$ cat config.mk
export PLATFORM = sky130hd
export DESIGN_NAME = mem_port_arbiter
export DESIGN_NICKNAME = d
export VERILOG_FILES = /design/src/rtl/cpu_pkg.sv /design/src/rtl/mem_port_arbiter.sv
export SDC_FILE = /design/constraint.sdc
export NUM_CORES = 1
export LEC_CHECK = 0
export CAP_MARGIN = 20
export CORE_MARGIN = 5
export CORE_UTILIZATION = 30
export CTS_CLUSTER_SIZE = 25
export DETAILED_ROUTE_END_ITERATION = 6
export DONT_BUFFER_PORTS = 1
export SYNTH_ARGS = -nofsm -noshare
export SYNTH_HDL_FRONTEND = slang
export SYNTH_SLANG_ARGS = --single-unit
$ cat constraint.sdc
create_clock -name clock -period 1.8 [get_ports clock]
set_input_delay 0.27 -clock clock [delete_from_list [all_inputs] [get_ports clock]]
set_output_delay 0.27 -clock clock [all_outputs]
set_load 0.05 [all_outputs]
$ cat src/rtl/cpu_pkg.sv
// Shared CPU definitions: default bus widths and the response-owner tag
// used by the memory port arbiter.
package cpu_pkg;

  localparam int CPU_ADDR_W = 16;
  localparam int CPU_DATA_W = 64;

  // Width of the fetch starvation counter (holds up to 15).
  localparam int STARVE_CNT_W = 4;

  typedef enum logic {
    OWN_F = 1'b0,
    OWN_D = 1'b1
  } owner_e;

endpackage

$ cat src/rtl/mem_port_arbiter.sv
// Shares one single-port synchronous RAM between instruction fetch and the
// load/store path. Load/store wins conflicts unless fetch has lost
// STARVE_MAX conflicts in a row. Read data returns to the issuing port one
// cycle after its grant; the idle port's read data holds its last value.
module mem_port_arbiter
  import cpu_pkg::*;
#(
  parameter int ADDR_W     = CPU_ADDR_W,
  parameter int DATA_W     = CPU_DATA_W,
  parameter int STARVE_MAX = 4
) (
  input  logic              clock,
  input  logic              reset,
  input  logic              f_req,
  input  logic [ADDR_W-1:0] f_addr,
  output logic              f_gnt,
  output logic              f_rvalid,
  output logic [DATA_W-1:0] f_rdata,
  input  logic              d_req,
  input  logic              d_we,
  input  logic [ADDR_W-1:0] d_addr,
  input  logic [DATA_W-1:0] d_wdata,
  output logic              d_gnt,
  output logic              d_rvalid,
  output logic [DATA_W-1:0] d_rdata,
  output logic              mem_en,
  output logic              mem_we,
  output logic [ADDR_W-1:0] mem_addr,
  output logic [DATA_W-1:0] mem_wdata,
  input  logic [DATA_W-1:0] mem_rdata
);

  localparam logic [STARVE_CNT_W-1:0] STARVE_LIM = STARVE_CNT_W'(STARVE_MAX);

  logic [STARVE_CNT_W-1:0] starve_cnt;
  logic                    rsp_pending;
  owner_e                  rsp_owner;
  logic [DATA_W-1:0]       f_rdata_q;
  logic [DATA_W-1:0]       d_rdata_q;
  logic                    fetch_starved;

  // Saturating increment of the starvation counter.
  function automatic logic [STARVE_CNT_W-1:0] sat_inc(
    input logic [STARVE_CNT_W-1:0] cnt
  );
    if (cnt >= STARVE_LIM) begin
      return STARVE_LIM;
    end
    return cnt + 1'b1;
  endfunction

  assign fetch_starved = (starve_cnt == STARVE_LIM);

  // Grant decision: data has priority unless fetch has been starved.
  always_comb begin
    f_gnt = 1'b0;
    d_gnt = 1'b0;
    if (!reset) begin
      if (d_req && !(f_req && fetch_starved)) begin
        d_gnt = 1'b1;
      end else if (f_req) begin
        f_gnt = 1'b1;
      end
    end
  end

  // Memory command mux from the winning requester; fetch never writes.
  always_comb begin
    mem_en    = f_gnt | d_gnt;
    mem_we    = d_gnt & d_we;
    mem_addr  = '0;
    mem_wdata = '0;
    if (d_gnt) begin
      mem_addr  = d_addr;
      mem_wdata = d_wdata;
    end else if (f_gnt) begin
      mem_addr = f_addr;
    end
  end

  // Starvation counter: counts data wins while fetch is waiting.
  always_ff @(posedge clock) begin
    if (reset) begin
      starve_cnt <= '0;
    end else if (f_gnt || !f_req) begin
      starve_cnt <= '0;
    end else if (d_gnt) begin
      starve_cnt <= sat_inc(starve_cnt);
    end
  end

  // Response tracker: remembers whether the issued access was a read and who owns it.
  always_ff @(posedge clock) begin
    if (reset) begin
      rsp_pending <= 1'b0;
      rsp_owner   <= OWN_F;
    end else begin
      rsp_pending <= f_gnt | (d_gnt & ~d_we);
      rsp_owner   <= d_gnt ? OWN_D : OWN_F;
    end
  end

  // A pending response is dropped while reset is high.
  assign f_rvalid = rsp_pending && (rsp_owner == OWN_F) && !reset;
  assign d_rvalid = rsp_pending && (rsp_owner == OWN_D) && !reset;

  // Hold the last delivered read data for each port.
  always_ff @(posedge clock) begin
    if (reset) begin
      f_rdata_q <= '0;
      d_rdata_q <= '0;
    end else begin
      if (f_rvalid) f_rdata_q <= mem_rdata;
      if (d_rvalid) d_rdata_q <= mem_rdata;
    end
  end

  assign f_rdata = f_rvalid ? mem_rdata : f_rdata_q;
  assign d_rdata = d_rvalid ? mem_rdata : d_rdata_q;

endmodule

# Yosys cells after proc, flatten, opt, wreduce, memory -nomap -nowiden
# Index checks and enable logic that the tools add are counted.
# Widths: inputs -> output; s select.
# classes
add_sub_neg	1
magnitude_cmp	1
n_eq_ne	1
muxes	17
bitwise	6
reduce_logical	11
# op_table
cell	n
$mux 64	3
$mux 16	2
$mux 1	10
$mux 4	2
$logic_and 1x1->1	6
$add 4x1->4 const B	1
$eq 4x3->1 const B	1
$ge 4x3->1 const B	1
$logic_not 1->1	3
$and 1x1->1	2
$not 1->1	2
$or 1x1->1	2
$reduce_or 2->1	1
$logic_or 1x1->1	1
# totals
ff_bits	134
input_bits	165
output_inout_bits	214
word_cells	42

# Logic depth before layout (Yosys ltp)
# Gate-level depths: netlist (run 1).
# depth
ltp_word	10
ltp_mapped	7

# Least setup slack after synthesis (run 1)
# OpenSTA, ideal clock, no wires.
# synth_timing
kind	register to output
start	register starve_cnt[0]
end	output mem_wdata[48]
arrival_time_ps	1784
setup_slack_ps	-254
stages_incl_launch_ff	8
path_buffers	2
cell_sequence	dfxtp_1 inv_1 ha_1 nand4b_1 and3b_1 buf_2 buf_2 and2_1
# synth_between
elab_chain_len	7
# synth_rtl
item	line_no	source
start: declaration	mem_port_arbiter.sv:35	logic [STARVE_CNT_W-1:0] starve_cnt;
start signal: assignment	mem_port_arbiter.sv:88	starve_cnt <= sat_inc(starve_cnt);
$eq 4x3->1	mem_port_arbiter.sv:52	assign fetch_starved = (starve_cnt == STARVE_LIM);
$logic_and 1x1->1	mem_port_arbiter.sv:59	if (d_req && !(f_req && fetch_starved)) begin
$logic_not 1->1	mem_port_arbiter.sv:59	
$logic_and 1x1->1	mem_port_arbiter.sv:59	
$mux 1	mem_port_arbiter.sv:59	
$mux 1	mem_port_arbiter.sv:58	if (!reset) begin
net d_gnt	mem_port_arbiter.sv:23	output logic d_gnt,
$mux 64	mem_port_arbiter.sv:73	if (d_gnt) begin
end: declaration	mem_port_arbiter.sv:29	output logic [DATA_W-1:0] mem_wdata,
# The timed path passes the listed nets, and every way through them passes these cells.

# Worst setup path in the final report (run 1)
# layout_timing
start	register starve_cnt[1]
end	output mem_wdata[27]
# layout_between
elab_chain_len	7
# layout_rtl
item	line_no
$eq 4x3->1	mem_port_arbiter.sv:52
$logic_and 1x1->1	mem_port_arbiter.sv:59
$logic_not 1->1	mem_port_arbiter.sv:59
$logic_and 1x1->1	mem_port_arbiter.sv:59
$mux 1	mem_port_arbiter.sv:59
$mux 1	mem_port_arbiter.sv:58
$mux 64	mem_port_arbiter.sv:73
# No other way between the ends.

==> metrics.txt, run 1 <==
grt peak-use layer met2; synthesized cell area 6380 sq um; Hold Slack -0.0535 ns; Ports 379; startpoint types flip-flop; Peak VDD IR 0.553 mV; met1 Use GR 0.222; Starting Density 0.304; Final ANT Viol Nets 0; Net Sw Frac 0.311; worst setup path endpoint mem_wdata[27]; GRT overflow 0; clk root buf clkbuf_16; CTS tree built; Clock Sinks 134; later-pin clock latency in the skew report 0.41 ns; synth warn 0; Place WS -0.0468 ns; setup violators final 211; Post-Place Cells 836; crit-path max FO 19; H-tree level count 4; combinational share of power 0.225; DR DRC count 0; Worst R2R Path Depth 6; Chip Width 156 microns; initial antenna violation count 1; top area cells in the synthesized netlist dfxtp_1 (42%), mux2_4 (23%), nor2b_1 (7.7%); failing checks negative hold slack, negative setup slack; HPWL Detailed 16.2 mm; total power draw 8.13 mW; register area share after synthesis 0.420; Routed WL 23.6 mm; CP endpoint kind output pin; RSZ-0062 raised after global routing true; fin util 0.445; DR vias/cell 4.79; WP data required 1.53 ns; number of synthesized flops with an enable pin 0; worst path arrival time 1.92 ns; top-count cell post-synth dfxtp_1; wire per inst 26.1 microns; RR Startpoint rsp_owner; row count 53; DR iter-0 viols 194; syn_area_per_cell 11.9 sq um; Crit Path Category reg2out; total core area 21000 sq um; GRT met2 Usage 0.292; Layout Nets 783; leak pwr 4.26 nW; Clock transition at path regs 0.06 ns; vias in the first global route 4619; final worst slack -0.390 ns; largest net degree at the start of global routing 137; PwrDens 871 nW/um^2; layout cells sized above 1 0.561; asr flop ratio synth 0; die height 156 microns; CTS Buf Count 17; R2R Setup Slk 0.04 ns; period utilization 1.22; status finished, violations left; GRT Total Usage 0.179; Post-synth top cells dfxtp_1 (134), mux2_4 (98), nor2b_1 (79); Worst Hold Launch reset; Finished Layout Cells 905; met3 GRT Util 0.0666; die area 24300 sq um; Via Count 4333; leading area contributor after synthesis dfxtp_1; Psw 2.53 mW; RePlAce Congestion 0.969; hold-fix buffer count after cts 2; synthesized flop and latch total 134; critical path cell sequence inv_2, ha_4, nand4b_1, and3b_4, clkbuf_16, and2_2; minimum clock period after layout 2.19 ns; DRT Pass-1 Iters 4; Max-cap violations 0; critical path's slowest cell dfxtp_2; input/output buffers 0; Final Skew 0.00993 ns; fmax 0.457 GHz; Hold Fails Final Rpt 42; first-pass GRT wire length 32.3 mm; Fill cells 1872; slowest cell delay on critical path 0.34 ns; Worst Hold Class in2reg; Most used DFF post-synth dfxtp_1; crit path launch starve_cnt[1]; Area after DPL 7690 sq um; Synth Instances 536; P_int 5.60 mW; Max clock buf depth 2; P&R area growth vs syn 46.3%; sequential power share 0.378; fin area 9330 sq um; Clk pwr share 0.398; Crit Reg-Reg Endpoint f_rdata_q[22]; Synth top area share 0.420; Syn Nets 703; Final Max Tran Viols 0; Unique masters post-synth 29
kinds of logic (layout without fill, tap and decap cells):
group,count (synthesis),after routing,share of synthesized area
AO/OA/AOI/OAI,17,17,0.0233
adder cells (fa/ha/maj),2,2,0.00392
buffers and inverters,43,136,0.0482
flip-flops,134,134,0.420
multiplexers,128,128,0.284
other,1,2,0.000588
AND/OR/NAND/NOR,211,211,0.220
sequential cells by signal, indices dropped and copies added, names as in the netlist:
name and flops:
rsp_pending 1, starve_cnt 4, d_rdata_q 64, f_rdata_q 64, rsp_owner 1
area by class of cell:
cell class,count,area (sq um),area share
clock inverters,14,115,0.0123
clock buffers,18,439,0.0471
well taps,275,344,0.0369
flip-flops and latches,134,2690,0.288
diodes,1,2.50,0.000268
inverters,3,13.8,0.00147
repair buffers,101,1890,0.203
multi-input cells,359,3830,0.411
worst min path at each step:
stage,cells past startpoint,to
2_1_floorplan,1,starve_cnt[0]
3_3_place_gp,1,d_rdata_q[48]
3_5_place_dp,1,d_rdata_q[50]
4_1_cts,1,d_rdata_q[46]
5_1_grt,1,d_rdata_q[49]
6_report,1,d_rdata_q[3]
power by group through the flow:
stage               Clock (mW)  Combinational (mW)  Sequential (mW)
finish                    3.23                1.82             3.07
detailed placement           0                1.58             3.13
floorplan                    0                1.28             3.13
CTS                       3.34                1.77             3.07
global placement             0                1.57             3.13
global route              3.47                1.87             3.07
through the flow:
step	setup TNS (ns)	hold slack, ns
after floorplan	0	0.423
after global placement	-0.0248	0.353
after detailed placement	-0.184	0.357
after CTS	-64.93	-0.0974
after global routing	-72.50	-0.0827
final	-56.28	-0.0535
cells in the final DEF, fill, tap and decap left out, types with 3 or more instances in the layout:
| master | netlist | routed |
|---|---|---|
| buf_12 | 5 | 59 |
| buf_8 | 0 | 8 |
| dfxtp_2 | 0 | 3 |
| buf_4 | 1 | 6 |
| and2_4 | 0 | 60 |
| clkinvlp_4 | 0 | 4 |
| mux2_4 | 98 | 128 |
| buf_6 | 7 | 11 |
| inv_6 | 0 | 4 |
| and2_2 | 0 | 4 |
| buf_16 | 0 | 11 |
| dfxtp_1 | 134 | 130 |
| clkbuf_16 | 0 | 21 |
| nor2b_1 | 79 | 79 |
| and2b_1 | 49 | 49 |
| a22o_4 | 0 | 16 |
critical path: cells and delay by family, from the launching register on:
| kind | cells | cell delay, ns |
|---|---|---|
| AND/OR/NAND/NOR | 3 | 0.75 |
| flip-flops | 1 | 0.34 |
| buffers and inverters | 2 | 0.26 |
| adder cells (fa/ha/maj) | 1 | 0.15 |
metal layers:
| layer | share of wire | vias up | routed length, microns |
|---|---|---|---|
| met5 | 0.00055 | - | 13 |
| met4 | 0.017 | 2 | 391 |
| met3 | 0.11 | 25 | 2510 |
| met2 | 0.48 | 227 | 11300 |
| met1 | 0.40 | 2148 | 9400 |
| li1 | - | 1931 | - |
repair_timing:
action / in CTS / in global routing
buffers inserted: 19 / 3
hold endpoints to repair: 82 / 79
endpoints found under the setup margin: 210 / 217
gates resized for setup: 86 / 79
cloned: 15 / 5
pin swaps: 14 / 20
Note: power is estimated with default switching activity, not from simulation.
==> run 2, diff against run 1 <==
--- a/config.mk
+++ b/config.mk
@@ -7,2 +7,3 @@
 export LEC_CHECK = 0
+export ABC_AREA = 0
 export CAP_MARGIN = 20
==> constraint.sdc (replaced) <==
create_clock -name clock -period 2.47 [get_ports clock]
set_input_delay 0.741 -clock clock [delete_from_list [all_inputs] [get_ports clock]]
set_output_delay 0.741 -clock clock [all_outputs]
set_load 0.05 [all_outputs]
==> run 2 against run 1 <==
  * The run ends with negative setup slack left
  * Utilization fell by 1.7 points
  * Critical path depth rose by 1
  * Register-to-register slack improved by 0.71 ns
  * Sequential share of layout area rose by 1.2 points
  * Critical endpoint is now mem_addr[13]
  * Largest cell class unchanged
  * Largest power group unchanged
  * Highest routed layer unchanged
==> metrics.txt, run 2 (synthesized netlist as in run 1, its figures left out) <==
RePlAce Congestion 0.934 (-3.6%); failing checks negative setup slack; fmax 0.376 GHz; layout cells sized above 1 0.548 (-0.0135); P&R area growth vs syn 40.5%; period utilization 1.08; Hold Fails Final Rpt 0 (-100%); CTS tree built; worst path arrival time 1.92 ns (about the same); first-pass GRT wire length 31.1 mm (-3.5%); Clock Sinks 134 (unchanged); Via Count 4121 (-4.9%); Place WS -0.159 ns (-0.112 ns); Final Max Tran Viols 0 (unchanged); critical path cell sequence inv_2, ha_4, nand4b_1, and3b_4, buf_12, buf_16, a22o_4; Worst Hold Launch reset; startpoint types flip-flop; hold-fix buffer count after cts 0 (-2); Max clock buf depth 2 (unchanged); Fill cells 1897 (+1.3%); largest net degree at the start of global routing 137 (unchanged); crit path launch starve_cnt[1]; CTS Buf Count 17 (unchanged); clk root buf clkbuf_16; wire per inst 25.3 microns (-3.1%); DR iter-0 viols 215 (+11%); Peak VDD IR 0.371 mV (-33%); GRT Total Usage 0.174 (-0.00553); WP data required 1.73 ns (+0.20 ns); die height 156 microns (unchanged); Final Skew 0.00816 ns (-0.00177 ns); Post-Place Cells 809 (-3.2%); input/output buffers 0 (unchanged); setup TNS -17.18 ns (+39.10 ns); most common cell after layout, fill and taps aside dfxtp_1; Clock transition at path regs 0.07 ns (about the same); GRT overflow 0 (unchanged); crit-path max FO 6 (-13); Starting Density 0.304 (unchanged); status finished, violations left; initial antenna violation count 5 (+4); Routed WL 22.4 mm (-5.2%); Finished Layout Cells 885 (-2.2%); met3 WL 2.55 mm (+1.6%); minimum clock period after layout 2.66 ns; setup violators final 157 (-26%); fin util 0.428 (-0.0174); total core area 21000 sq um (unchanged); DRT Pass-1 Iters 4 (unchanged); row count 53 (unchanged); Layout Nets 762 (-2.7%); critical path's slowest cell dfxtp_2; most frequent cells in the layout dfxtp_1 (130), mux2_4 (127), nor2b_1 (79); RSZ-0062 raised after global routing true; final worst slack -0.189 ns (+0.202 ns); CP endpoint kind output pin; Chip Width 156 microns (unchanged); Final ANT Viol Nets 0 (unchanged); Crit Path Category reg2out; wl on met1 8.21 mm (-13%); Ports 379 (unchanged); HPWL Detailed 15.4 mm (-4.7%); Max-cap violations 0 (unchanged); vias in the first global route 4485 (-2.9%); slowest cell delay on critical path 0.32 ns (-0.02 ns); RR Startpoint rsp_owner; die area 24300 sq um (unchanged); DR DRC count 0 (unchanged); leak pwr 4.11 nW (-3.5%); Top Metal Used met5; Hold Slack 0.412 ns (+0.465 ns); later-pin clock latency in the skew report 0.41 ns (about the same); Worst Hold Class in2reg; length of routed met2 wiring 11.4 mm (+0.81%); PwrDens 675 nW/um^2 (-22%); H-tree level count 4 (unchanged); largest registers d_rdata_q x64, f_rdata_q x64, starve_cnt x4; DR vias/cell 4.66 (-2.7%)
## run 2: cell count changes in the layout (fill, tap and decap cells not counted), moves of 2 or more
cell / delta
buf_12: -28
buf_4: +6
buf_16: +5
and2_2: -4
and2_4: +4
clkinv_8: +4
buf_8: -3
clkinvlp_4: -3
clkinv_2: -2
dlygate4sd3_1: -2
## run 2: where the power goes
part	switching [mW]	total, mW	internal, mW
clock	1.11	2.56	1.45
sequential	0.0191	2.24	2.22
combinational	0.783	1.26	0.474
total	1.91	6.05	4.14
## run 2: path summary, 6_finish.rpt
| path | to | slack, ns | cells after the start |
|---|---|---|---|
| worst max register to register | f_rdata_q[17] | 0.75 | 6 |
| worst max-delay path | mem_addr[13] | -0.19 | 7 |
| worst min register to register | starve_cnt[1] | 0.50 | 1 |
| worst min-delay path | d_rdata_q[54] | 0.41 | 1 |
## run 2: layout make-up
type / instances / area [sq um] / area share
Clock buffer: 17 / 425 / 0.0474
Multi-Input combinational cell: 359 / 3840 / 0.429
Timing Repair Buffer: 80 / 1460 / 0.163
Inverter: 3 / 11.3 / 0.00126
Tap cell: 275 / 344 / 0.0384
Clock inverter: 15 / 186 / 0.0208
Sequential cell: 134 / 2690 / 0.300
Antenna cell: 2 / 5.00 / 0.000558
## run 2: metal layers
layer | global-route usage | vias up
met1 | 0.186 | 1993
met3 | 0.0893 | 13
met4 | 0.0417 | 6
met5 | 0.0258 | -
li1 | - | 1903
met2 | 0.302 | 206
## run 2: per-stage QoR
| step | instance area, sq um | power (mW) |
|---|---|---|
| 6_report | 8970 | 6.05 |
| 4_1_cts | 8820 | 6.13 |
| 2_1_floorplan | 6690 | 3.25 |
| 3_5_place_dp | 7340 | 3.36 |
| 3_3_place_gp | 7340 | 3.35 |
| 5_1_grt | 8970 | 6.26 |
## run 2: critical path: cells and delay by family (launching register included)
family | cells | cell delay, ns
buf+inv | 3 | 0.34
flops | 1 | 0.32
simple gates | 2 | 0.39
compound gates | 1 | 0.32
fa+ha+maj | 1 | 0.13
## run 2: what timing repair did
action / CTS / global route
pin swaps: 47 / 28
endpoints found under the setup margin: 176 / 183
setup buffers: 22 / 10
gates resized for setup: 79 / 28
cloned: 16 / 4
